$ cat src/rtl/motor_drive_sequencer_if.sv
// Drive-command handshake between the steering/speed logic and the motor sequencer.
// The master issues per-wheel speed/direction commands and the slave accepts them when ready.
interface motor_drive_sequencer_if #(
  parameter int DUTY_W = 7
);
  logic              cmd_valid;
  logic              cmd_ready;
  logic              cmd_dir_l;
  logic [DUTY_W-1:0] cmd_spd_l;
  logic              cmd_dir_r;
  logic [DUTY_W-1:0] cmd_spd_r;

  modport master (
    output cmd_valid, cmd_dir_l, cmd_spd_l, cmd_dir_r, cmd_spd_r,
    input  cmd_ready
  );

  modport slave (
    input  cmd_valid, cmd_dir_l, cmd_spd_l, cmd_dir_r, cmd_spd_r,
    output cmd_ready
  );
endinterface

$ cat src/rtl/motor_drive_sequencer.sv
// Dual-channel motor driver sequencer: soft-start ramping, reversal short-brake, standby and command watchdog.
// Optional soft-stop ramp-down on disable is enabled by defining MOTOR_DRIVE_SEQUENCER_SOFTSTOP_EN.
module motor_drive_sequencer #(
  parameter int DIV_CNT     = 16384,
  parameter int DUTY_W      = 7,
  parameter int DUTY_MAX    = 100,
  parameter int RAMP_STEP   = 1,
  parameter int BRAKE_TICKS = 8,
  parameter int WDT_TICKS   = 1024
) (
  input  logic                   clk,
  input  logic                   rst,
  input  logic                   enable,
  motor_drive_sequencer_if.slave cmd,
  output logic [DUTY_W-1:0]      duty_l,
  output logic [DUTY_W-1:0]      duty_r,
  output logic                   ain1,
  output logic                   ain2,
  output logic                   bin1,
  output logic                   bin2,
  output logic                   stnby,
  output logic [2:0]             state,
  output logic                   fault
);
  localparam int CW = (DIV_CNT > 1) ? $clog2(DIV_CNT) : 1;
  localparam int BW = (BRAKE_TICKS > 1) ? $clog2(BRAKE_TICKS) : 1;
  localparam int WW = (WDT_TICKS > 1) ? $clog2(WDT_TICKS) : 1;

  localparam logic [CW-1:0]     TICK_LAST  = CW'(DIV_CNT - 1);
  localparam logic [BW-1:0]     BRAKE_LAST = BW'(BRAKE_TICKS - 1);
  localparam logic [WW-1:0]     WDT_LAST   = WW'(WDT_TICKS - 1);
  localparam logic [DUTY_W-1:0] STEP       = DUTY_W'(RAMP_STEP);
  localparam logic [DUTY_W-1:0] DMAX       = DUTY_W'(DUTY_MAX);

  typedef enum logic [2:0] {
    ST_STBY  = 3'd0,
    ST_RUN   = 3'd1,
    ST_BRAKE = 3'd2,
    ST_FAULT = 3'd3
`ifdef MOTOR_DRIVE_SEQUENCER_SOFTSTOP_EN
    , ST_STOP = 3'd4
`endif
  } state_t;

  state_t            cur_st;
  logic [CW-1:0]     tick_cnt;
  logic [BW-1:0]     brake_cnt;
  logic [WW-1:0]     wdt_cnt;
  logic [DUTY_W-1:0] tgt_l, tgt_r;
  logic              dir_l, dir_r;
  logic              pend_l, pend_r;
  logic              tick;
  logic              accept;
  logic              reversal;

  function automatic logic [DUTY_W-1:0] step_toward(input logic [DUTY_W-1:0] cur,
                                                    input logic [DUTY_W-1:0] goal);
    logic [DUTY_W-1:0] diff;
    if (cur < goal) begin
      diff = goal - cur;
      return (diff > STEP) ? cur + STEP : goal;
    end
    diff = cur - goal;
    return (diff > STEP) ? cur - STEP : goal;
  endfunction

  function automatic logic [DUTY_W-1:0] clamp(input logic [DUTY_W-1:0] spd);
    return (spd > DMAX) ? DMAX : spd;
  endfunction

  assign tick          = (tick_cnt == TICK_LAST);
  assign cmd.cmd_ready = (cur_st == ST_RUN);
  assign accept        = cmd.cmd_valid && (cur_st == ST_RUN);
  // Only a wheel that is actually spinning needs the short brake before flipping direction.
  assign reversal      = ((cmd.cmd_dir_l != dir_l) && (duty_l != '0)) ||
                         ((cmd.cmd_dir_r != dir_r) && (duty_r != '0));

  assign state = cur_st;
  assign stnby = (cur_st != ST_STBY);
  assign fault = (cur_st == ST_FAULT);

  always_comb begin
    ain1 = 1'b0;
    ain2 = 1'b0;
    bin1 = 1'b0;
    bin2 = 1'b0;
    case (cur_st)
      ST_RUN
`ifdef MOTOR_DRIVE_SEQUENCER_SOFTSTOP_EN
      , ST_STOP
`endif
      : begin
        ain1 = ~dir_l;
        ain2 = dir_l;
        bin1 = ~dir_r;
        bin2 = dir_r;
      end
      ST_BRAKE, ST_FAULT: begin
        ain1 = 1'b1;
        ain2 = 1'b1;
        bin1 = 1'b1;
        bin2 = 1'b1;
      end
      default: ;
    endcase
  end

  always_ff @(posedge clk or posedge rst) begin
    if (rst) begin
      cur_st    <= ST_STBY;
      tick_cnt  <= '0;
      brake_cnt <= '0;
      wdt_cnt   <= '0;
      tgt_l     <= '0;
      tgt_r     <= '0;
      duty_l    <= '0;
      duty_r    <= '0;
      dir_l     <= 1'b0;
      dir_r     <= 1'b0;
      pend_l    <= 1'b0;
      pend_r    <= 1'b0;
    end else begin
      tick_cnt <= tick ? '0 : tick_cnt + 1'b1;
      case (cur_st)
        ST_STBY: begin
          duty_l    <= '0;
          duty_r    <= '0;
          tgt_l     <= '0;
          tgt_r     <= '0;
          dir_l     <= 1'b0;
          dir_r     <= 1'b0;
          pend_l    <= 1'b0;
          pend_r    <= 1'b0;
          wdt_cnt   <= '0;
          brake_cnt <= '0;
          if (enable) cur_st <= ST_RUN;
        end
        ST_RUN: begin
          if (!enable) begin
`ifdef MOTOR_DRIVE_SEQUENCER_SOFTSTOP_EN
            cur_st <= ST_STOP;
`else
            cur_st <= ST_STBY;
            duty_l <= '0;
            duty_r <= '0;
`endif
          end else if (accept && reversal) begin
            cur_st    <= ST_BRAKE;
            tgt_l     <= clamp(cmd.cmd_spd_l);
            tgt_r     <= clamp(cmd.cmd_spd_r);
            pend_l    <= cmd.cmd_dir_l;
            pend_r    <= cmd.cmd_dir_r;
            duty_l    <= '0;
            duty_r    <= '0;
            brake_cnt <= '0;
            wdt_cnt   <= '0;
          end else begin
            // Ramp toward the previously latched targets; a FAULT below overrides with zero duty.
            if (tick) begin
              duty_l <= step_toward(duty_l, tgt_l);
              duty_r <= step_toward(duty_r, tgt_r);
            end
            if (accept) begin
              tgt_l   <= clamp(cmd.cmd_spd_l);
              tgt_r   <= clamp(cmd.cmd_spd_r);
              dir_l   <= cmd.cmd_dir_l;
              dir_r   <= cmd.cmd_dir_r;
              wdt_cnt <= '0;
            end else if (tick) begin
              if (wdt_cnt == WDT_LAST) begin
                cur_st <= ST_FAULT;
                duty_l <= '0;
                duty_r <= '0;
              end else begin
                wdt_cnt <= wdt_cnt + 1'b1;
              end
            end
          end
        end
        ST_BRAKE: begin
          if (!enable) begin
            cur_st <= ST_STBY;
          end else if (tick) begin
            if (brake_cnt == BRAKE_LAST) begin
              cur_st    <= ST_RUN;
              dir_l     <= pend_l;
              dir_r     <= pend_r;
              brake_cnt <= '0;
            end else begin
              brake_cnt <= brake_cnt + 1'b1;
            end
          end
        end
        ST_FAULT: begin
          if (!enable) cur_st <= ST_STBY;
        end
`ifdef MOTOR_DRIVE_SEQUENCER_SOFTSTOP_EN
        ST_STOP: begin
          if (enable) begin
            cur_st <= ST_RUN;
          end else if (duty_l == '0 && duty_r == '0) begin
            cur_st <= ST_STBY;
          end else if (tick) begin
            duty_l <= step_toward(duty_l, '0);
            duty_r <= step_toward(duty_r, '0);
          end
        end
`endif
        default: begin
          cur_st <= ST_STBY;
          duty_l <= '0;
          duty_r <= '0;
        end
      endcase
    end
  end
endmodule

$ cat src/flat_wrapper.sv
// flat-port wrapper written by rule: the top's interface ports become plain ports
module motor_drive_sequencer_flat 
#(
  parameter int DIV_CNT     = 16384,
  parameter int DUTY_W      = 7,
  parameter int DUTY_MAX    = 100,
  parameter int RAMP_STEP   = 1,
  parameter int BRAKE_TICKS = 8,
  parameter int WDT_TICKS   = 1024
)
  (clk, rst, enable, duty_l, duty_r, ain1, ain2, bin1, bin2, stnby, state, fault, cmd_cmd_valid, cmd_cmd_dir_l, cmd_cmd_spd_l, cmd_cmd_dir_r, cmd_cmd_spd_r, cmd_cmd_ready);
  motor_drive_sequencer_if #(.DUTY_W(DUTY_W)) cmd_i ();
  input  logic clk;
  input  logic rst;
  input  logic enable;
  output logic [DUTY_W-1:0] duty_l;
  output logic [DUTY_W-1:0] duty_r;
  output logic ain1;
  output logic ain2;
  output logic bin1;
  output logic bin2;
  output logic stnby;
  output logic [2:0] state;
  output logic fault;
  input wire logic [$bits(cmd_i.cmd_valid)-1:0] cmd_cmd_valid;
  input wire logic [$bits(cmd_i.cmd_dir_l)-1:0] cmd_cmd_dir_l;
  input wire logic [$bits(cmd_i.cmd_spd_l)-1:0] cmd_cmd_spd_l;
  input wire logic [$bits(cmd_i.cmd_dir_r)-1:0] cmd_cmd_dir_r;
  input wire logic [$bits(cmd_i.cmd_spd_r)-1:0] cmd_cmd_spd_r;
  output wire logic [$bits(cmd_i.cmd_ready)-1:0] cmd_cmd_ready;
  assign cmd_i.cmd_valid = cmd_cmd_valid;
  assign cmd_i.cmd_dir_l = cmd_cmd_dir_l;
  assign cmd_i.cmd_spd_l = cmd_cmd_spd_l;
  assign cmd_i.cmd_dir_r = cmd_cmd_dir_r;
  assign cmd_i.cmd_spd_r = cmd_cmd_spd_r;
  assign cmd_cmd_ready = cmd_i.cmd_ready;
  motor_drive_sequencer #(.DIV_CNT(DIV_CNT), .DUTY_W(DUTY_W), .DUTY_MAX(DUTY_MAX), .RAMP_STEP(RAMP_STEP), .BRAKE_TICKS(BRAKE_TICKS), .WDT_TICKS(WDT_TICKS)) u_core (.clk(clk), .rst(rst), .enable(enable), .cmd(cmd_i), .duty_l(duty_l), .duty_r(duty_r), .ain1(ain1), .ain2(ain2), .bin1(bin1), .bin2(bin2), .stnby(stnby), .state(state), .fault(fault));
endmodule
$ cat config.mk
export PLATFORM = sky130hd
export DESIGN_NAME = motor_drive_sequencer_flat
export DESIGN_NICKNAME = d
export VERILOG_FILES = /design/src/rtl/motor_drive_sequencer_if.sv /design/src/rtl/motor_drive_sequencer.sv /design/src/flat_wrapper.sv
export SDC_FILE = /design/constraint.sdc
export NUM_CORES = 1
export LEC_CHECK = 0
export CAP_MARGIN = 40
export CORE_MARGIN = 4
export CORE_UTILIZATION = 58
export CTS_CLUSTER_DIAMETER = 200
export DETAILED_ROUTE_END_ITERATION = 10
export PLACE_DENSITY = 0.84
export SLEW_MARGIN = 20
export SYNTH_ARGS = -nofsm -noshare
export SYNTH_HDL_FRONTEND = slang
export SYNTH_SLANG_ARGS = --single-unit
$ cat constraint.sdc
create_clock -name clk -period 5.7 [get_ports clk]
set_input_delay 0.57 -clock clk [delete_from_list [all_inputs] [get_ports clk]]
set_output_delay 0.57 -clock clk [all_outputs]
set_load 0.01 [all_outputs]
* Word level (Yosys, flattened, before mapping) *
Index checks and enable logic that the tools add are counted.

operators by class
  add/subtract/negate cells = 11
  order comparisons = 8
  eq/ne operators = 25
  multiplexer cells = 90
  bitwise logic cells = 2
  reductions and logical operators = 18

operators with widths
  kind                                                                   number
  7-bit two-way mux                                                      28
  7-bit one-hot mux with 2 select lines                                  4
  10-bit two-way mux                                                     5
  3-bit two-way mux                                                      15
  7-bit by 1-bit > comparator with 1-bit output (second input constant)  4
  7-bit subtractor                                                       4
  1-bit two-way mux                                                      26
  10-bit one-hot mux with 2 select lines                                 1
  14-bit by 1-bit adder with 14-bit output (second input constant)       1
  7-bit by 1-bit adder with 7-bit output (second input constant)         2
  14-bit equality test (second input constant)                           1
  7-bit > comparator (second input constant)                             2
  7-bit < comparator                                                     2
  14-bit two-way mux                                                     1
  7-bit AND reduction                                                    2
  7-bit nonzero test                                                     2
  7-bit by 1-bit subtractor with 7-bit output (second input constant)    2
  4-bit by 2-bit != test with 1-bit output (second input constant)       3
  1-bit one-hot mux with 2 select lines                                  6
  3-bit one-hot mux with 4 select lines                                  1
  10-bit by 1-bit adder with 10-bit output (second input constant)       1
  10-bit equality test (second input constant)                           1
  2-bit != test (second input constant)                                  5
  3-bit one-hot mux with 3 select lines                                  1
  other kinds (21)                                                       34

word-level totals
  register bits = 62
  bits of input ports = 20
  output and inout bits = 24
  word-level logic and storage cells = 166

* Depth between registers and ports, before layout *
  word-level depth = 15
  mapped depth = 12
  depth with buffers taken out = 11

* Worst setup path before layout *
Ideal clock, no wire load.

  kind = reg2reg
  start = reg u_core.duty_r[0]
  end = reg u_core.duty_r[2]
  setup time = 125 ps
  data arrival time = 3068 ps
  data required time = 5575 ps
  path slack = 2507 ps
  cell stages (with the launch flop) = 12
  path buffers = 0
  clock period less this slack = 3193 ps
  cell sequence = dfrtp_1 > inv_1 > ha_1 > fa_1 > nor2b_1 > o221ai_1 > mux2i_1 > a2111oi_0 > a21oi_1 > a221oi_1 > a2bb2oi_1 > o21ai_1

on the way
  word-level cells in the longest chain between the ends = 14
  elaborated cells between the ends (all ways) = 27
  those cells by class = add/sub: 4; order compare: 3; mux: 16; reduce/logical: 4

ends and longest elaborated chain
  element                                                    line                          source
  start: declaration                                         motor_drive_sequencer.sv:16   output logic [DUTY_W-1:0] duty_r,
  start signal: assignment                                   motor_drive_sequencer.sv:161  duty_r <= step_toward(duty_r, tgt_r);
  branches (longest 11 deep; another with 7-bit subtractor)  n/a
  7-bit two-way mux (*)                                      motor_drive_sequencer.sv:147  end else if (accept && reversal) begin
  7-bit two-way mux (*)                                      motor_drive_sequencer.sv:139  if (!enable) begin
  7-bit one-hot mux with 2 select lines (*)                  motor_drive_sequencer.sv:124  case (cur_st)

Every way passes the cells marked *. The select of a mux whose other input is x is not followed.
A chain may end at the register's enable or synchronous reset.

* Worst setup path after layout *
Ends and elaborated chain as after synthesis.

==> results.tsv <==
metric	value	unit
status	completed	
synth-compound-area-share	19.59	%
path_depth	11	
final_common_cell	dfrtp_1	
yosysSeqAreaShare	30.96	%
post-route-period-util	65.52	%
hold_class	flop to flop	
track_usage	25.27	%
grt_first_pass_wirelength	20610	µm
final_cell_mix	dfrtp_1, nand2_1, inv_1	
cts_sinks	61	
yosys.area_share.simple	22.96	%
syn_area	0.004931	mm²
dp_hpwl	9208	µm
ys_async_sr_fraction	100.0	%
cts_buffers	9	
peakVddDrop	385.1	µV
wl_per_cell	16.87	µm
drive_above_1_share	6.270	%
relSlewSlack	38.67	%
drtPass1Iterations	5	
postRouteAntennaNets	0	
hold_slack	483.8	ps
hold_violations	0	
tns	0	ps
fin_cells	727	
syn_inst	584	
cap_violations	0	
grt_overflow_total	0	
syn2layout_area_growth	12.66	%
path_delay_family	compound AO/OA/AOI/OAI gates	
cts_setup_buffers	0	
synthXorXnorAreaFrac	4.973	%
power_leakage	2.367	nW
cts_resized	0	
clock_skew	12.42	ps
final_max_slew_viol_count	0	
drc	0	
worst_ep_required_time	5930	ps
synth_top_area_share	30.96	%
reg2regPathDepth	11	
worst-endpoint-arrival	3970	ps
worst_slew_pin_slew	912.4	ps
clock_latency	350	ps
hold_depth	1	
crit_path_max_fanout	8	
viasPerCell	6.201	
stdcell_area	0.005555	mm²
finalWeightedCongestion	0.9536	
vias	4508	
io_buffer_count	42	
synth_top_family_by_area	simple AND/OR/NAND/NOR gates	
layout.nets	681	
die_y	100.2	µm
hold_buffers	0	
die_w	100.2	µm
antenna_found_initial	0	
rsz0062_at_grt	no	
synth_fp_nets	648	
synth_area_leaders	dfrtp_1, ha_1, nand2_1	
rows	33	
layout_min_cycle_time	3735	ps
path_clk_slew	70	ps
grt_pass1_vias	4159	
start_util	59.71	%
slowest_delay	680	ps
setup_viol	0	
cts_tree	yes	
worst-setup-path-type	flop to flop	
drtIter0Drc	368	
ys.flop_type	dfrtp_1	
clockBufferDepth	2	
cts_root_buf	clkbuf_8	
endpoint_kind	flop	
synth_mux_area_share	2.690	%
powerDensity	446.9	mW/mm²
grt_max_degree	35	
synth.avg_cell_area	8.443	µm²
path_buf_inv	1	
yosys.area.top_type	dfrtp_1	
clock.fmax	267.7	MHz
routed_wl	12260	µm
finalPower	2.483	mW
synthAdderAreaFrac	11.77	%
dpl.cell_count	711	
synth_cell_types	70	
diodes	0	
synth_edf_count	0	
synth_warnings	0	
ys_seq_elements	61	
core-area	0.008258	mm²
dieArea	0.01004	mm²
r2r_setup_slack	1970	ps
pin_count	44	
cpMaxStageDelayCell	a2111oi_0	
htreeDepth	3	
crit_path_cell_trace	inv_1, ha_1, fa_1, nor2b_1, o221ai_1, mux2i_1, a2111oi_0, a21oi_1, a221oi_1, a2bb2oi_1, o21ai_1	
placed_area	0.005364	mm²
startpoint_type	flop	
==> final cells by class <==
type,count,area (µm²)
clock buffer,11,131.4
clock inverter,5,60.06
timing repair buffer,46,457.9
inverter,50,187.7
tap,105,131.4
sequential,61,1526
multi-input combinational,449,3060
fill,638,2703
==> cell families (layout without fill, tap and decap cells) <==
kind of cell	after synthesis	in the layout
compound gates	145	145
xor+xnor	28	28
fa+ha+maj	44	44
buf+inv	74	112
flops	61	61
mux	13	13
other cells	1	1
simple gates	218	218
==> cell usage after synthesis (4+ instances only) <==
| cell type | instances |
|---|---|
| or2_2 | 4 |
| and3_1 | 6 |
| mux2i_1 | 11 |
| dfrtp_1 | 61 |
| nor3_1 | 13 |
| ha_1 | 40 |
| clkbuf_1 | 15 |
| or3_1 | 7 |
| nand2_1 | 54 |
| xnor2_1 | 13 |
| xor2_1 | 15 |
| nor2_1 | 48 |
| nand2b_1 | 7 |
| o22ai_1 | 4 |
| a211oi_1 | 8 |
| and2_1 | 4 |
| nand3_1 | 33 |
| o21ai_1 | 4 |
| nand4_1 | 12 |
| a31oi_1 | 4 |
| o21ai_0 | 37 |
| nor2b_1 | 11 |
| a21oi_1 | 34 |
| inv_1 | 50 |
| fa_1 | 4 |
| o2111ai_1 | 10 |
| a221oi_1 | 9 |
==> report_power, final <==
group	internal [mW]	switching, mW
Sequential	0.488	0.0558
Combinational	0.605	0.949
Clock	0.204	0.181
==> path summary, 6_finish.rpt <==
path | from | end
worst max-delay path | u_core.duty_r[0] | u_core.duty_r[2]
worst min-delay path | u_core.tick_cnt[12] | u_core.tick_cnt[12]
worst max register to register | u_core.duty_r[0] | u_core.duty_r[2]
worst min register to register | u_core.tick_cnt[12] | u_core.tick_cnt[12]
max in group asynchronous | rst | u_core.tick_cnt[3]
min in group asynchronous | rst | u_core.tgt_r[0]
==> layer usage <==
layer	track usage, %	share of wire, %	vias up
li1	-	-	2142
met1	34.81	44	2145
met2	40.27	47	192
met3	6.115	7.3	29
met4	6.114	2.3	0
met5	0	0	-
==> registers in the layout, indices dropped and copies added (netlist names) <==
| signal | count |
|---|---|
| u_core.brake_cnt | 3 |
| u_core.dir_l | 1 |
| u_core.dir_r | 1 |
| u_core.duty_l | 7 |
| u_core.duty_r | 7 |
| u_core.pend_l | 1 |
| u_core.pend_r | 1 |
| u_core.state | 2 |
| u_core.tgt_l | 7 |
| u_core.tgt_r | 7 |
| u_core.tick_cnt | 14 |
| u_core.wdt_cnt | 10 |
==> stage by stage <==
stage,worst slack [ps],utilization [%]
floorplan,2507,-
global placement,2280,64.77
detailed placement,2060,64.95
CTS,2063,67.27
global route,1650,67.27
finish,1965,67.27
No activity file was read; power rests on OpenSTA's default activity.
